<file path="src/rtl/dff_pipe.sv">
// dff_pipe: DEPTH-stage register pipeline with a valid bit riding alongside
// each data stage.
//
// Parameters
//    WIDTH  data bits per stage (>=1)
//    DEPTH  number of register stages (>=1)
//    INIT   value loaded into every data stage on reset and on clear
//
// Ports
//    CK     clock, rising edge
//    RST_N  asynchronous active-low reset
//    EN     advance enable (0 = every stage holds)
//    CLR    synchronous flush, takes priority over EN
//    VI     valid qualifier for D
//    D      input data, captured on every advance regardless of VI
//    Q      final-stage data (registered)
//    VO     final-stage valid (registered)
//    CNT    number of stages currently holding valid data
module dff_pipe #(
   parameter int unsigned      WIDTH = 8,
   parameter int unsigned      DEPTH = 4,
   parameter logic [WIDTH-1:0] INIT  = '0
) (
   input  logic                       CK,
   input  logic                       RST_N,
   input  logic                       EN,
   input  logic                       CLR,
   input  logic                       VI,
   input  logic [WIDTH-1:0]           D,
   output logic [WIDTH-1:0]           Q,
   output logic                       VO,
   output logic [$clog2(DEPTH+1)-1:0] CNT
);

   localparam int unsigned CW = $clog2(DEPTH + 1);

   logic [WIDTH-1:0] s [DEPTH];
   logic [DEPTH-1:0] v;

   always_ff @(posedge CK or negedge RST_N) begin
      if (!RST_N) begin
         for (int unsigned i = 0; i < DEPTH; i++) begin
            s[i] <= INIT;
         end
         v <= '0;
      end else if (CLR) begin
         for (int unsigned i = 0; i < DEPTH; i++) begin
            s[i] <= INIT;
         end
         v <= '0;
      end else if (EN) begin
         s[0] <= D;
         v[0] <= VI;
         // Loops rather than slices so DEPTH=1 elaborates without a
         // reversed range.
         for (int unsigned i = 1; i < DEPTH; i++) begin
            s[i] <= s[i-1];
            v[i] <= v[i-1];
         end
      end
   end

   assign Q  = s[DEPTH-1];
   assign VO = v[DEPTH-1];

   always_comb begin
      CNT = '0;
      for (int unsigned i = 0; i < DEPTH; i++) begin
         CNT = CNT + CW'(v[i]);
      end
   end

endmodule

</file>
<file path="config.mk">
export PLATFORM = sky130hd
export DESIGN_NAME = dff_pipe
export DESIGN_NICKNAME = d
export VERILOG_FILES = /design/src/rtl/dff_pipe.sv
export SDC_FILE = /design/constraint.sdc
export NUM_CORES = 1
export LEC_CHECK = 0
export ABC_AREA = 1
export CAP_MARGIN = 20
export CORE_MARGIN = 2
export CORE_UTILIZATION = 30
export DETAILED_ROUTE_END_ITERATION = 7
export DONT_BUFFER_PORTS = 1
export GPL_TIMING_DRIVEN = 0
export PLACE_DENSITY_LB_ADDON = 0.12
export SYNTH_ARGS = -nofsm -noshare
export SYNTH_HDL_FRONTEND = slang
export SYNTH_SLANG_ARGS = --single-unit
</file>
<file path="constraint.sdc">
create_clock -name CK -period 1.7 [get_ports CK]
set_input_delay 0.255 -clock CK [delete_from_list [all_inputs] [get_ports CK]]
set_output_delay 0.255 -clock CK [all_outputs]
set_load 0.1 [all_outputs]
</file>
==> key figures, run 1 <==
Logic synthesis
  • Post-Syn Area: 1650 um2
  • Synthesized area per cell: 9.59 um2
  • Ys Warns: 0
  • Synth area leaders: dfrtp_1, nand2_1, nand3_1, nand3_2, buf_6
  • Syn_nets: 188
  • #FFs+latches synth: 36
  • Synth top area share: 0.546
  • Cell taking the most area after synthesis: dfrtp_1
  • Yosys cell types: 12
  • Post-Syn Instances: 172
  • Seq/Total Area, Yosys: 0.546

CTS
  • Clk slew on worst S/H paths: 70 ps
  • Total CTS buffers: 5
  • Post-cts sizing count: 0
  • Max Buffers Root-to-Sink: 2
  • CTS tree: yes
  • Root Buffer: clkbuf_8
  • Clk sinks: 36
  • Postcts setup bufs: 0
  • H-tree Lvls: 2
  • Clock latency on the worst-skew pair: 280 ps

Power
  • Cell-internal power: 1.27 mW
  • Net Sw Frac: 0.242
  • Register share of total power: 0.537
  • Net Switching: 403 uW
  • Comb pwr share: 0.101
  • Maximum VDD drop: 0.271 mV
  • PwrDens: 883 nW/um2
  • Clk network pwr share: 0.362
  • Leakage Power: 1.00 nW

STA
  • Slew Viols, Final: 0
  • Hold Vio Cnt, Final: 0
  • Final hold slack: 97.2 ps
  • RSZ-0062 raised after global routing: yes
  • Crit path time final: 2360 ps
  • Setup slack after layout: -660 ps
  • Clock skew: 2.91 ps
  • Max_slew headroom: 0.787
  • Fmax achieved: 0.424 GHz
  • Period utilisation layout: 1.39
  • Worst slew pin tran: 319 ps
  • Final setup vio count: 3

Outcome
  • Violated checks: setup timing
  • Status: complete, but fails checks

Global routing
  • Overflow after GRT: 0
  • Largest net degree at the start of global routing: 37
  • Antenna violations before repair: 0
  • GRT Overall Usage: 0.111
  • Vias in the first global route: 1087
  • First-pass GRT wire length: 5.31 mm

Worst setup path
  • Arrival @ worst endpoint: 2100 ps
  • Worst Path Required: 1440 ps
  • Worst Setup Start Kind: flop
  • R2R cell count: 2
  • Crit. End Element: output pin
  • Crit path kind: reg2out
  • Critical Path End: CNT[1]
  • Crit path from: v[3]
  • FF-to-FF End: v[3]
  • Worst Path Max Fanout: 3
  • R2R setup slack: 800 ps
  • FF-to-FF Start: v[3]

Run
  • Maxcap violations: 0

Die
  • Core area: 5410 um2
  • Starting Density: 0.305
  • Row count: 27
  • Die Area: 6110 um2
  • Die width: 78.2 um
  • Die Y: 78.2 um
  • IO Pins: 25

Final layout
  • Non-filler cells, final: 254
  • Finished Cell Area: 1890 um2
  • Fill cells: 588
  • Share of cells above drive strength 1: 0.231
  • P&R area growth vs syn: 14.5%
  • Final net count: 197
  • Ant diodes: 0

Drt
  • Via/cell ratio: 4.34
  • Via count: 1103
  • Final wirelength: 3.00 mm
  • Drt first pass iters: 4
  • Remaining DRCs: 0
  • WL/cell: 11.8 um
  • Initial DRC Count: 68
  • Post-DRT Antenna Nets: 0

Worst hold path
  • Hold crit path type: in2reg

Place
  • Dpl hpwl: 2.13 mm
  • Placed Area: 1770 um2
  • Port bufs: 0
  • Gpl congestion: 0.710
  • Placed Cells: 244
==> Yosys cell counts <==
| cell | instances |
|---|---|
| buf_4 | 10 |
| dfrtp_1 | 36 |
| nor2_8 | 1 |
| nand2_1 | 72 |
| ha_1 | 2 |
| buf_2 | 1 |
| fa_1 | 1 |
| buf_6 | 7 |
| inv_4 | 1 |
| nand3_2 | 10 |
| inv_1 | 5 |
| nand3_1 | 26 |
==> layout make-up <==
| cell class | instances | area, um2 | share of cell area |
|---|---|---|---|
| plain buffers | 18 | 159 | 0.0841 |
| clock buffers | 8 | 90.1 | 0.0477 |
| inverters | 6 | 25.0 | 0.0132 |
| multi-input cells | 112 | 591 | 0.313 |
| flip-flops and latches | 36 | 905 | 0.479 |
| well taps | 72 | 90.1 | 0.0477 |
| repair buffers | 2 | 30.0 | 0.0159 |
==> critical path, cell delays in order (launching register included) <==
cell and delay, ps:
dfrtp_4 620, inv_2 60, fa_1 500, inv_2 50, ha_4 150, ha_4 440
==> power by group through the flow <==
stage	clock network, mW	registers [mW]	logic (mW)
global placement	0	0.912	0.146
CTS	0.634	0.896	0.174
finish	0.604	0.897	0.168
floorplan	0	0.909	0.128
detailed placement	0	0.913	0.148
global route	0.675	0.899	0.187
==> per-stage QoR <==
step                      setup TNS [ps]  setup WS (ps)   util  total power, mW
after floorplan                     -697           -333      -             1.04
after global placement              -764           -356  0.327             1.06
after CTS                          -1750           -684  0.350             1.70
after detailed placement            -797           -368  0.327             1.06
after global routing               -1890           -734  0.350             1.76
final                              -1680           -660  0.350             1.67
==> per-layer routing <==
layer	GRT usage	up-vias	routed length [um]
met5	0	-	0
met4	0.0579	0	23
met3	0.0287	4	137
met2	0.169	22	1400
met1	0.146	522	1440
li1	-	555	-
==> flip-flops by register name, summed over array words and instances (netlist names) <==
signal / flops
s: 24
Q: 8
v: 4
==> cells by family (layout without fill, tap and decap cells) <==
kind of cell	Yosys count	in the layout	synth area share
fa+ha+maj	3	3	0.0273
flops	36	36	0.546
buf+inv	24	34	0.111
simple gates	109	109	0.315
==> cells in the final DEF, fill, tap and decap left out, types with 3 or more instances in the layout <==
cell type,count
nand2_1,72
inv_1,3
nand3_1,26
buf_6,7
dfrtp_1,35
nand3_2,10
clkbuf_8,6
buf_4,10
==> worst min path at each step <==
| stage | end | startpoint | slack [ps] | cells past startpoint |
|---|---|---|---|---|
| finish | s[24] | D[0] | 100 | 2 |
| global placement | Q[5] | RST_N | -40 | 0 |
| CTS | s[24] | D[0] | 90 | 2 |
| global route | s[24] | D[0] | 80 | 2 |
| floorplan | Q[0] | RST_N | -40 | 0 |
| detailed placement | Q[6] | RST_N | -40 | 0 |
==> timing repair <==
action / 4_1_cts / 5_1_grt
pin swaps: 0 / 0
setup endpoints to repair: 3 / 3
gates cloned: 0 / 0
hold buffers: 2 / 0
hold endpoints to repair: 36 / 0
(Power assumes the default switching activity.)
==> inputs of run 2 (changes only) <==
CAP_MARGIN = 10   (was 20)
==> results of run 2 <==
Same layout as run 1: the final DEF is identical, and so are final timing and power.
==> RTL edit 1: new RTL, settings of run 2 <==
Make the reset (`RST_N`) synchronous in one clocked block. Comments in the files are not updated.
--- a/src/rtl/dff_pipe.sv
+++ b/src/rtl/dff_pipe.sv
@@ -39,3 +39,3 @@
 
-   always_ff @(posedge CK or negedge RST_N) begin
+   always_ff @(posedge CK) begin
       if (!RST_N) begin
Formal check against the unedited RTL: differs if RST_N is asserted again (counterexample within 4 cycles, from zero or initial values and one cycle with RST_N low); with RST_N held inactive, the same outputs for 10 cycles.
==> RTL edit 1 against run 2 <==
The flow still finishes with violations (setup timing). Power is 3.5% higher. First-iteration DRC count decreased by 47%. Clock power is essentially flat. Area after synthesis shrank 5.5%. Critical endpoint unchanged. Cell area is 6.5% lower. Routed wire length is 23% lower. Sequential share of layout area up 6.7 points. Worst setup slack better by 74 ps. Count of clock-buffer cells in the layout stayed put. Sequential cell count stayed put. Core utilization shrank 0.14 points.
==> RTL edit 1: results (changes against run 2) <==
run_status:
  outcome: "complete, but fails checks"  # unchanged
  failing_checks: "setup timing"  # unchanged
detailed_routing:
  wl_met3_um: 92  # was 137 um
  vias: 881  # was 1103
  met2_wirelength_um: 1094  # was 1399 um
  dr.first_iter.drc_count: 36  # was 68
  route.layer.met1.wl_um: 1078  # was 1443 um
grt:
  grt_first_pass_wirelength_um: 4098  # was 5306 um
  grt_util_met1_pct: 10.59  # was 14.62%
  gr-usage-met2_pct: 13.75  # was 16.90%
  grt_start_max_net_pins: 17  # was 37
  gr-usage-met3_pct: 4.502  # was 2.874%
  grt_util_all_layers_pct: 9.199  # was 11.13%
synth:
  synth_sequential_area_ratio_pct: 61.59  # was 54.59%
  synth.net_count: 158  # was 188
  synthesis.area_per_instance_um2: 10.99  # was 9.595 um2
  compound_cell_area_share_of_the_yosys_netlist_pct: 3.849  # was 0%
  synth_edf_count: 24  # was 0
  synthAdderAreaFrac_pct: 2.887  # was 2.729%
  synth-async-reset-ratio_pct: 0  # was 100.0%
place:
  post-place-cells: 212  # was 244
  dpl_cell_area_um2: 1677  # was 1769 um2
  pre_cts_slack_ps: -291.2  # was -367.6 ps
  port_buffers: 0  # unchanged
  place.detailed.hpwl_um: 1702  # was 2134 um
  finalWeightedCongestion: 0.7113  # was 0.7095
min_path:
  hp-start: "VI"  # was D[0]
  destination_of_the_worst_hold_path: "v[0]"  # was s[24]
setup_path:
  worst-r2r-cell-count: 4  # was 2
  critPathMaxStageDelay_ps: 540  # was 620 ps
  slowest_stage_cell_on_the_critical_path: "dfxtp_4"  # was dfrtp_4
  timing.rr.end: "v[3]"  # unchanged
  worst-endpoint-arrival_ps: 2030  # was 2100 ps
  critPathMaxFanout: 2  # was 3
  setup.worst_path.start: "v[3]"  # unchanged
finish:
  final-nonclk-buf-share_pct: 4.958  # was 10.00%
  nMultiInputCombCells: 66  # was 112
  finish.net_count: 165  # was 197
  sh_seq_area_pct: 54.60  # was 47.88%
  core_util_final_pct: 34.81  # was 34.95%
  finish.cell_count_without_fillers: 220  # was 254
  num-fill-cells: 548  # was 588
  clock_tree_area_fraction_pct: 5.099  # was 4.768%
  nonClockBufferCount: 7  # was 20
  drive_above_1_share_pct: 22.00  # was 23.08%
sta:
  setup_tns_ps: -1448  # was -1675 ps
  hold-worst-slack_ps: 129.2  # was 97.22 ps
  final-hold-violation-count: 0  # unchanged
  setup-violations-final: 3  # unchanged
  final_critical_path_setup_slack_ps: -586.1  # was -659.9 ps
  finClkSkew_ps: 2.184  # was 2.910 ps
pwr:
  sequentialPowerShare_pct: 59.1  # was 53.7%
  leakagePower_nw: 0.6661  # was 1.005 nW
  switchingPower_mw: 0.4024  # was 0.4034 mW
  clock_power_mw: 0.603  # was 0.604 mW
  peakVddDrop_mv: 0.3325  # was 0.2708 mV
  pwr_density_cell_nw_per_um2: 977.7  # was 883.5 nW/um2
die:
  area_of_the_core_um2: 5075  # was 5405 um2
[RTL edit 1: cell count changes after synthesis, moves of 8 or more]
cell and change:
dfrtp_1 -36, a21oi_1 +10, nand3_2 -10, nand3_1 -18, edfxtp_1 +24, dfxtp_1 +12
nor2_1 +18, buf_4 -10, nand2_1 -69, nor2_2 +10, inv_1 +27, nand4_1 +8
[RTL edit 1: worst register-to-register path, delay by kind of cell, from the launching register on]
family / cells / cell delay [ps]
AND/OR/NAND/NOR: 2 / 170
flip-flops: 1 / 540
AO/OA/AOI/OAI: 1 / 40
buffers and inverters: 1 / 80
[RTL edit 1: cells by family (layout without fill, tap and decap cells)]
family,count (synthesis),in the layout
flops,36,36
compound gates,12,12
buf+inv,40,48
fa+ha+maj,3,3
simple gates,51,51
[RTL edit 1: what timing repair did]
action                                  4_1_cts  5_1_grt
endpoints found under the setup margin        3        3
buffers inserted                              0        0
pin swaps                                     0        0
==> RTL edit 2: new RTL, settings of run 2 <==
Without the edit above. Change the parameter `WIDTH` from 8 to 9.
--- a/src/rtl/dff_pipe.sv
+++ b/src/rtl/dff_pipe.sv
@@ -19,3 +19,3 @@
 module dff_pipe #(
-   parameter int unsigned      WIDTH = 8,
+   parameter int unsigned      WIDTH = 9,
    parameter int unsigned      DEPTH = 4,
Ports: changed (resized D and Q); port bits go from 25 to 27. No check against the original RTL was run, so the function may have changed too.
==> RTL edit 2 against run 2 <==
Die area increased by 4.2%. Largest cell class unchanged. Cell count rose by 7.9%. Worst hold slack improved by 15 ps. Power is 7.0% higher. Routed wire length grew 5.6%. Clock skew barely moved. Cell area increased by 4.0%. Area after synthesis rose by 4.4%. Global-route usage is 0.14 points higher. First-iteration DRC count shrank 5.9%. Worst setup slack worse by 2.2 ps. Sequential cell count increased by 4. The flow still finishes with violations (setup timing). Critical endpoint unchanged.
==> RTL edit 2: results (changes against run 2) <==
run_status:
  outcome: "complete, but fails checks"  # unchanged
  failing_checks: "setup timing"  # unchanged
min_path:
  destination_of_the_worst_hold_path: "s[30]"  # was s[24]
  hp-start: "D[3]"  # was D[0]
detailed_routing:
  routed_wirelength_um: 3171  # was 3003 um
  vias: 1197  # was 1103
  route.detailed.vias_per_inst: 4.369  # was 4.343
  dr.first_iter.drc_count: 64  # was 68
synth:
  synth_sequential_area_ratio_pct: 58.10  # was 54.59%
  netlist-cell-type-count: 10  # was 12
  synth.net_count: 209  # was 188
  synthesis.area_per_instance_um2: 8.973  # was 9.595 um2
  netlist_top_cells_count: "nand2_1 (80), dfrtp_1 (40), nand3_1 (40), buf_4 (13), buf_2 (9)"  # was nand2_1 (72), dfrtp_1 (36), nand3_1 (26), buf_4 (10), nand3_2 (10)
  netlist_top_cells_area: "dfrtp_1 (58%), nand2_1 (17%), nand3_1 (12%)"  # was dfrtp_1 (55%), nand2_1 (16%), nand3_1 (7.9%)
grt:
  grt_first_pass_wirelength_um: 5547  # was 5306 um
  grt_util_all_layers_pct: 11.27  # was 11.13%
  grt_start_max_net_pins: 41  # was 37
place:
  port_buffers: 0  # unchanged
  finalWeightedCongestion: 0.7207  # was 0.7095
  place.detailed.hpwl_um: 2310  # was 2134 um
  post-place-cells: 264  # was 244
  pre_cts_slack_ps: -362.7  # was -367.6 ps
sta:
  relSlewSlack_pct: 78.78  # was 78.71%
  finClkSkew_ps: 2.536  # was 2.910 ps
  setup-violations-final: 3  # unchanged
  final_critical_path_setup_slack_ps: -662.1  # was -659.9 ps
finish:
  num-fill-cells: 603  # was 588
  finish.net_count: 218  # was 197
  antenna_cells: 0  # unchanged
  drive_above_1_share_pct: 18.81  # was 23.08%
  largest_register_ffs: 27  # was 24
setup_path:
  worst-endpoint-arrival_ps: 2110
  critPathMaxFanout: 3  # unchanged
  worst-r2r-cell-count: 2  # unchanged
pwr:
  leakagePower_nw: 1.089  # was 1.005 nW
  peakVddDrop_mv: 0.4975  # was 0.2708 mV
RTL edit 2: final cells by class:
type	instances	area, um2	area share [%]
clock inverter	2	10.01	0.5096
buffer	22	142.6	7.261
multi-input combinational	124	581.8	29.62
clock buffer	6	82.58	4.204
inverter	6	22.52	1.146
timing repair buffer	2	30.03	1.529
tap	72	90.09	4.586
sequential	40	1005	51.15
RTL edit 2: power breakdown:
group          total [mW]  switching (mW)  internal, mW
clock network       0.633           0.309         0.324
logic               0.161           0.113        0.0477
registers           0.993          0.0161         0.977
RTL edit 2: worst max path at each step:
stage	endpoint	depth (start not counted)	start
after CTS	CNT[1]	5	v[3]
final	CNT[1]	5	v[3]
after floorplan	CNT[1]	5	v[3]
after detailed placement	CNT[1]	5	v[3]
after global routing	CNT[1]	5	v[3]
after global placement	CNT[1]	5	v[3]
RTL edit 2: timing repair:
item,4_1_cts,5_1_grt
endpoints found under the setup margin,3,3
hold endpoints to repair,40,0
hold buffers,2,0
RTL edit 2: critical path, cell delays in order, from the launching register on:
cell,delay (ps)
dfrtp_4,630
inv_2,60
fa_1,490
inv_2,40
ha_4,160
ha_4,440
RTL edit 2: kinds of logic (layout without fill, tap and decap cells):
| family | after synthesis | in the layout | share of synthesized area (%) |
|---|---|---|---|
| adders and majority gates | 3 | 3 | 2.614 |
| buffers and inverters | 28 | 38 | 9.586 |
| DFF | 40 | 40 | 58.10 |
| and+or+nand+nor | 121 | 121 | 29.70 |
RTL edit 2: per-layer routing:
| layer | routed length (um) | track usage, % | vias up |
|---|---|---|---|
| met3 | 131 | 2.376 | 2 |
| met2 | 1565 | 18.57 | 25 |
| met4 | 25 | 4.068 | 0 |
| li1 | - | - | 619 |
| met5 | 0 | 0 | - |
| met1 | 1449 | 14.64 | 551 |
RTL edit 2: through the flow:
step / hold slack [ps] / utilization [%] / instance area, um2 / setup TNS, ps
floorplan: -40.59 / - / 1752 / -697.0
global placement: -39.17 / 33.24 / 1842 / -757.8
detailed placement: -38.74 / 33.24 / 1842 / -775.6
CTS: 102.1 / 35.46 / 1964 / -1726
global route: 96.96 / 35.46 / 1964 / -1888
finish: 112.1 / 35.46 / 1964 / -1674
